[src/rtl/mem_bank.sv]
// mem_bank: DEPTH x DATA_W register bank, registered read port,
// bulk-clear and scan-out sequencer.
module mem_bank #(
  parameter int DATA_W = 2,
  parameter int DEPTH  = 4,
  parameter int ADDR_W = $clog2(DEPTH)
) (
  input  logic              clk,
  input  logic              rst_n,
  input  logic              wr_en,
  input  logic [ADDR_W-1:0] wr_addr,
  input  logic [DATA_W-1:0] wr_data,
  input  logic              rd_en,
  input  logic [ADDR_W-1:0] rd_addr,
  output logic [DATA_W-1:0] rd_data,
  output logic              rd_valid,
  input  logic              clear_req,
  input  logic              scan_req,
  output logic              busy,
  output logic [DATA_W-1:0] scan_data,
  output logic              scan_valid,
  output logic              scan_last
);

  typedef enum logic [1:0] {
    IDLE  = 2'd0,
    CLEAR = 2'd1,
    SCAN  = 2'd2
  } state_e;

  localparam logic [ADDR_W:0]   DEPTH_X = (ADDR_W+1)'(DEPTH);
  localparam logic [ADDR_W-1:0] LAST    = ADDR_W'(DEPTH-1);

  state_e            state_q, state_d;
  logic [ADDR_W-1:0] idx_q, idx_d;
  logic [DATA_W-1:0] mem_q [DEPTH];
  logic [DATA_W-1:0] mem_d [DEPTH];
  logic [DATA_W-1:0] rd_data_q, rd_data_d;
  logic              rd_valid_q, rd_valid_d;
  logic [DATA_W-1:0] hold_q, hold_d;

  logic wr_ok;
  logic rd_in;
  logic at_last;

  assign wr_ok   = wr_en && ({1'b0, wr_addr} < DEPTH_X);
  assign rd_in   = {1'b0, rd_addr} < DEPTH_X;
  assign at_last = idx_q == LAST;

  always_comb begin
    state_d    = state_q;
    idx_d      = idx_q;
    mem_d      = mem_q;
    rd_data_d  = rd_data_q;
    rd_valid_d = 1'b0;
    hold_d     = hold_q;
    unique case (state_q)
      IDLE: begin
        idx_d = '0;
        if (wr_ok) begin
          mem_d[wr_addr] = wr_data;
        end
        // Read after the write update gives write-first forwarding.
        if (rd_en) begin
          rd_valid_d = 1'b1;
          rd_data_d  = rd_in ? mem_d[rd_addr] : '0;
        end
        if (clear_req) begin
          state_d = CLEAR;
        end else if (scan_req) begin
          state_d = SCAN;
        end
      end
      CLEAR: begin
        mem_d[idx_q] = '0;
        if (at_last) begin
          state_d = IDLE;
          idx_d   = '0;
        end else begin
          idx_d = idx_q + 1'b1;
        end
      end
      SCAN: begin
        hold_d = mem_q[idx_q];
        if (at_last) begin
          state_d = IDLE;
          idx_d   = '0;
        end else begin
          idx_d = idx_q + 1'b1;
        end
      end
      default: begin
        state_d = IDLE;
        idx_d   = '0;
      end
    endcase
  end

  always_ff @(posedge clk or negedge rst_n) begin
    if (!rst_n) begin
      state_q    <= IDLE;
      idx_q      <= '0;
      rd_data_q  <= '0;
      rd_valid_q <= 1'b0;
      hold_q     <= '0;
      for (int i = 0; i < DEPTH; i++) begin
        mem_q[i] <= '0;
      end
    end else begin
      state_q    <= state_d;
      idx_q      <= idx_d;
      rd_data_q  <= rd_data_d;
      rd_valid_q <= rd_valid_d;
      hold_q     <= hold_d;
      for (int i = 0; i < DEPTH; i++) begin
        mem_q[i] <= mem_d[i];
      end
    end
  end

  assign rd_data    = rd_data_q;
  assign rd_valid   = rd_valid_q;
  assign busy       = state_q != IDLE;
  assign scan_valid = state_q == SCAN;
  assign scan_last  = scan_valid && at_last;
  assign scan_data  = scan_valid ? mem_q[idx_q] : hold_q;

endmodule

[config.mk]
export PLATFORM = sky130hd
export DESIGN_NAME = mem_bank
export DESIGN_NICKNAME = d
export VERILOG_FILES = /design/src/rtl/mem_bank.sv
export SDC_FILE = /design/constraint.sdc
export NUM_CORES = 1
export LEC_CHECK = 0
export CAP_MARGIN = 40
export CORE_ASPECT_RATIO = 0.7
export CORE_UTILIZATION = 55
export DETAILED_ROUTE_END_ITERATION = 10
export GPL_ROUTABILITY_DRIVEN = 0
export PLACE_DENSITY = 0.91
export RECOVER_POWER = 100
export REMOVE_ABC_BUFFERS = 1
export SYNTH_ARGS = -nofsm -noshare
export SYNTH_HDL_FRONTEND = slang
export SYNTH_SLANG_ARGS = --single-unit
[constraint.sdc]
create_clock -name clk -period 3.72 [get_ports clk]
set_input_delay 0.744 -clock clk [delete_from_list [all_inputs] [get_ports clk]]
set_output_delay 0.744 -clock clk [all_outputs]
set_load 0.005 [all_outputs]
### After elaboration in Yosys (flattened, before gate mapping)

Cells that the tools add are included.

* input bits: 12
* word-level logic and storage cells: 57
* output and inout port bits: 8
* register bits: 17

* eq/ne operators: 5
* $lt $le $gt $ge: 5
* reduce and logical (&&, ||, !) cells: 9
* mux-type cells: 23
* bitwise gates (word level): 5
* add/subtract/negate cells: 1

Operator list (number)
* 2-to-1 mux 2 bit: 12
* 2-to-1 mux 8 bit: 2
* case mux 8 bit (2 select lines): 1
* greater-or-equal comparator 3 bit (second input constant): 3
* NOT 2 -> 3 bit: 3
* bitwise AND 8 bit: 1
* binary-select mux 2 bit (select 2 bit): 2
* bitwise mux 8 bit: 1
* demux 2 bit (select 2 bit): 2
* NOT 8 bit: 1
* less-than comparator 3 x 1 -> 1 bit (second input constant): 2
* == test 2 bit (second input constant): 2
* case mux 2 bit (2 select lines): 1
* AND reduction 2 bit: 2
* nonzero test 2 bit: 2
* logical AND 1 bit: 3
* inequality test 3 bit (second input constant): 1
* adder 2 x 1 -> 2 bit (second input constant): 1
* == test 2 x 1 -> 1 bit (second input constant): 1
* logical NOT 2 bit: 1
* 2-to-1 mux 1 bit: 2
* inequality test 2 x 1 -> 1 bit (second input constant): 1
* OR reduction 2 bit: 1

### Longest topological paths before layout

* word-level depth: 11
* gate-level depth with buffers: 7
* gate-level depth less buffers: 7

### Worst setup path before layout

No wires, ideal clock.

* kind: register -> output
* start: register idx_q[0]
* end: output port scan_data[0]
* data required time: 2.976 ns
* arrival time: 1.201 ns
* buffers on the path: 0
* slack: 1.775 ns
* cell stages (with the launch flop): 3
* path through: dfrtp_1 -> mux4_2 -> mux2_2

* word-level cells in the longest chain between the ends: 5

RTL lines
* start: declaration: RTL line 35 `logic [ADDR_W-1:0] idx_q, idx_d;`
* start signal: assignment: RTL line 111 `idx_q <= idx_d;`
* NOT 2 -> 3 bit (implied by the code): RTL line 126 `assign scan_data = scan_valid ? mem_q[idx_q] : hold_q;`
* binary-select mux 2 bit (select 2 bit): RTL line 126
* 2-to-1 mux 2 bit (implied by the code) (2 in series): RTL line 126
* 2-to-1 mux 2 bit: RTL line 126
* end: declaration: RTL line 20 `output logic [DATA_W-1:0] scan_data,`

No other way between the ends. The select of a mux whose other input is x is not followed.

### Worst setup path after layout

Same ends and word-level chain as after synthesis.

==> run_results.csv <==
group,metric,value,unit
outcome,run_status,"completed",
pwr,power.switching,324,uW
setup_path,critical_path_peak_fanout,6,
setup_path,critical_path_buf_inv_count,1,
setup_path,critical_path_cell_sequence,"mux4_2 > mux2_1 > dlygate4sd3_1",
pwr,comb_pwr_share,0.476,
sta,rsz0062_at_grt,"false",
pwr,vdd_ir_drop_max,0.465,mV
synth,synth-seq-area-share,0.388,
synth,post_synth_inst_count,102,
sta,timing_hold_violations_final,0,
global_route,grt_antenna_before_repair,0,
drt,via_count,919,
pwr,power_leakage,0.000609,uW
clock_tree,clock_tree.root_cell,"sky130_fd_sc_hd__clkbuf_4",
floorplanning,num_io_pins,20,
placed_design,port_buffers,19,
clock_tree,ctsHoldBuffers,0,
global_route,global_route_wire_length_before_repair,4070,um
cells_and_area,multi_input_comb_area,621,um2
clock_tree,clkTransAtPathRegs,0.10,ns
drt,wirelength,2590,um
synth,synth_enable_flop_cells,0,
pwr,power.internal,499,uW
floorplanning,rows,13,
sta,clock_skew,0.0105,ns
synth,synth_ff_type,"sky130_fd_sc_hd__dfrtp_1",
setup_path,arrival,2.22,ns
run,drv_cap,0,
setup_path,regToRegSetupSlack,2.02,ns
cells_and_area,most-common-layout-cells,"sky130_fd_sc_hd__dfrtp_1, sky130_fd_sc_hd__mux2i_1, sky130_fd_sc_hd__dlygate4sd3_1",
cells_and_area,final_layout_size_suffix_gt1_frac,0.0813,
cells_and_area,antennaDiodeCount,0,
synth,count_of_yosys_warnings_during_synthesis,0,
synth,proportion_of_register_bits_with_asynchronous_set_or_reset_after_synthesis,1.00,
pwr,power_per_cell_area,625,nW/um2
pwr,sequentialPowerShare,0.400,
cells_and_area,final_nets,143,
sta,fin_tns_setup,0,ns
drt,drt_first_pass_iters,4,
sta,time_the_final_worst_path_needs_with_i_o_delays_and_setup,2.97,ns
pwr,netSwitchingFraction,0.394,
clock_tree,cts_max_path_buffers,2,
floorplanning,core_area,1870,um2
placed_design,place_hpwl,2000,um
hold_path,hold_path_startpoint,"rd_data[1]$_DFFE_PN0P_",
drt,detail_route.wl_per_cell,17.9,um
floorplanning,floorplan.initialDensity,0.587,
setup_path,critical_path.max_stage_delay,0.59,ns
sta,finalSetupViolCount,0,
sta,fin_crit_sh,0.797,
cells_and_area,mostFrequentLayoutCell,"sky130_fd_sc_hd__dfrtp_1",
drt,drt.antenna.violating_nets,0,
synth,post_synth_num_cell_types,34,
setup_path,worstSetupPathDepth,3,
synth,synth.ff_latch_count,17,
synth,synth.cell_area,1100,um2
sta,worst_relative_slew_slack,0.465,
clock_tree,cts_setup_buffers,0,
drt,vias_per_cell,6.34,
sta,hold_ws,0.506,ns
clock_tree,cts_tree,"built",
setup_path,crit_end,"scan_data[0]",
drt,drt_drc_violations_left,0,
sta,achievable-frequency,337,MHz
cells_and_area,synthToLayoutAreaGrowth,20.0,%
clock_tree,cts_buffers,3,
global_route,globalRouteOverflowTotal,0,
clock_tree,cts.repair.resized,0,
setup_path,rr_worst_depth,6,
clock_tree,clk-insertion-delay-late,0.30,ns
setup_path,reg2reg_from,"state_q[0]$_DFFE_PN0P_",
clock_tree,cts_num_sinks,17,
clock_tree,ctsHtreeMaxLevel,1,
global_route,vias_in_the_first_global_route,867,
floorplanning,die_height,39.4,um
setup_path,slowest_stage,"sky130_fd_sc_hd__dlygate4sd3_1",
setup_path,cp-end-kind,"output port",
floorplanning,die_outline_area,2180,um2
global_route,grt_util_all_layers,0.259,
sta,drv_slew,0,
placed_design,place_ws,1.28,ns
synth,synth_area_per_cell,10.8,um2
pwr,power_frac_clock,0.124,
drt,initialDrtViolationCount,43,
sta,layout_setup_ws,0.754,ns
sta,max_slew.worst_pin.slew,0.800,ns
cells_and_area,fillerInstances,129,
hold_path,class_of_the_tightest_hold_or_removal_check,"reg -> reg",
setup_path,startpoint,"idx_q[0]$_DFF_PN0_",
cells_and_area,ff_latch_area,425,um2
setup_path,r2r_end,"mem_q[3]$_DFFE_PN0P_",
floorplanning,dieWidth,55.4,um
setup_path,critical_path.startpoint_type,"flip-flop",
setup_path,worst_path_dominant_cell_family,"multiplexers",
setup_path,critPathRequiredTime,2.98,ns
global_route,maximum_number_of_pins_on_one_net_before_global_route_repair,18,
setup_path,path_class,"reg -> out",
## registers in the layout, indices dropped and copies added (netlist names)
name / flops
hold_q: 2
idx_q: 2
mem_q: 8
state_q: 2
rd_valid: 1
rd_data: 2
## per-layer routing
metal,routed length (um),global-route usage
met1,1110,0.332
met2,1230,0.419
met3,181,0.0759
met4,73,0.106
met5,0,0
## cells by family (layout without fill, tap and decap cells)
logic type,count (synthesis),in the layout,synth area share
AND/OR/NAND/NOR,30,30,0.171
adder cells (fa/ha/maj),7,7,0.0798
XOR/XNOR,1,1,0.00798
buffers and inverters,9,30,0.0319
AO/OA/AOI/OAI,20,20,0.129
multiplexers,18,18,0.193
flip-flops,17,17,0.388
## layout make-up
cell class | count | area share
inverters | 7 | 0.0200
well taps | 22 | 0.0209
repair buffers | 19 | 0.144
clock buffers | 4 | 0.0200
multi-input cells | 76 | 0.471
flip-flops and latches | 17 | 0.323
## worst reg2reg max path: cells and delay by family, from the launching register on
family	cells	cell delay (ns)
flops	1	0.42
compound gates	1	0.09
mux	1	0.16
fa+ha+maj	1	0.29
buf+inv	2	0.22
simple gates	1	0.41
## stage by stage
step                      power (uW)  utilization  instances  instance area (um2)
after CTS                        842        0.712        145                 1330
after global routing             881        0.704        145                 1320
final                            823        0.704        145                 1320
after floorplan                  563            -        100                 1090
after global placement           711        0.698        141                 1310
after detailed placement         740        0.698        141                 1310
## worst min path at each step
stage	end	slack, ns	cells after the start
final	rd_data[1]$_DFFE_PN0P_	0.51	2
after global routing	hold_q[1]$_DFF_PN0_	0.53	1
after CTS	rd_data[1]$_DFFE_PN0P_	0.50	2
after detailed placement	rd_data[1]$_DFFE_PN0P_	0.48	2
after global placement	rd_data[1]$_DFFE_PN0P_	0.48	2
after floorplan	hold_q[0]$_DFF_PN0_	0.45	0
## power by group through the flow
stage / combinational (uW) / sequential (uW) / clock [uW]
after global routing: 429 / 339 / 113
after global placement: 388 / 323 / 0
after detailed placement: 408 / 332 / 0
after CTS: 410 / 328 / 104
final: 392 / 329 / 102
after floorplan: 256 / 308 / 0
## cells in the mapped netlist (2+ instances only)
library cell / n / area share
sky130_fd_sc_hd__ha_1: 7 / 0.080
sky130_fd_sc_hd__mux2_2: 5 / 0.051
sky130_fd_sc_hd__inv_1: 7 / 0.024
sky130_fd_sc_hd__mux4_2: 2 / 0.041
sky130_fd_sc_hd__mux2i_1: 11 / 0.10
sky130_fd_sc_hd__and2_1: 2 / 0.011
sky130_fd_sc_hd__a21boi_0: 2 / 0.014
sky130_fd_sc_hd__nand2b_1: 3 / 0.017
sky130_fd_sc_hd__nand2_1: 9 / 0.031
sky130_fd_sc_hd__dfrtp_1: 17 / 0.39
sky130_fd_sc_hd__nor2_1: 3 / 0.010
sky130_fd_sc_hd__o22ai_1: 3 / 0.017
sky130_fd_sc_hd__nand4_1: 2 / 0.011
sky130_fd_sc_hd__nand3b_1: 4 / 0.027
sky130_fd_sc_hd__o21ai_0: 6 / 0.027
Note: power is estimated with default switching activity, not from simulation.
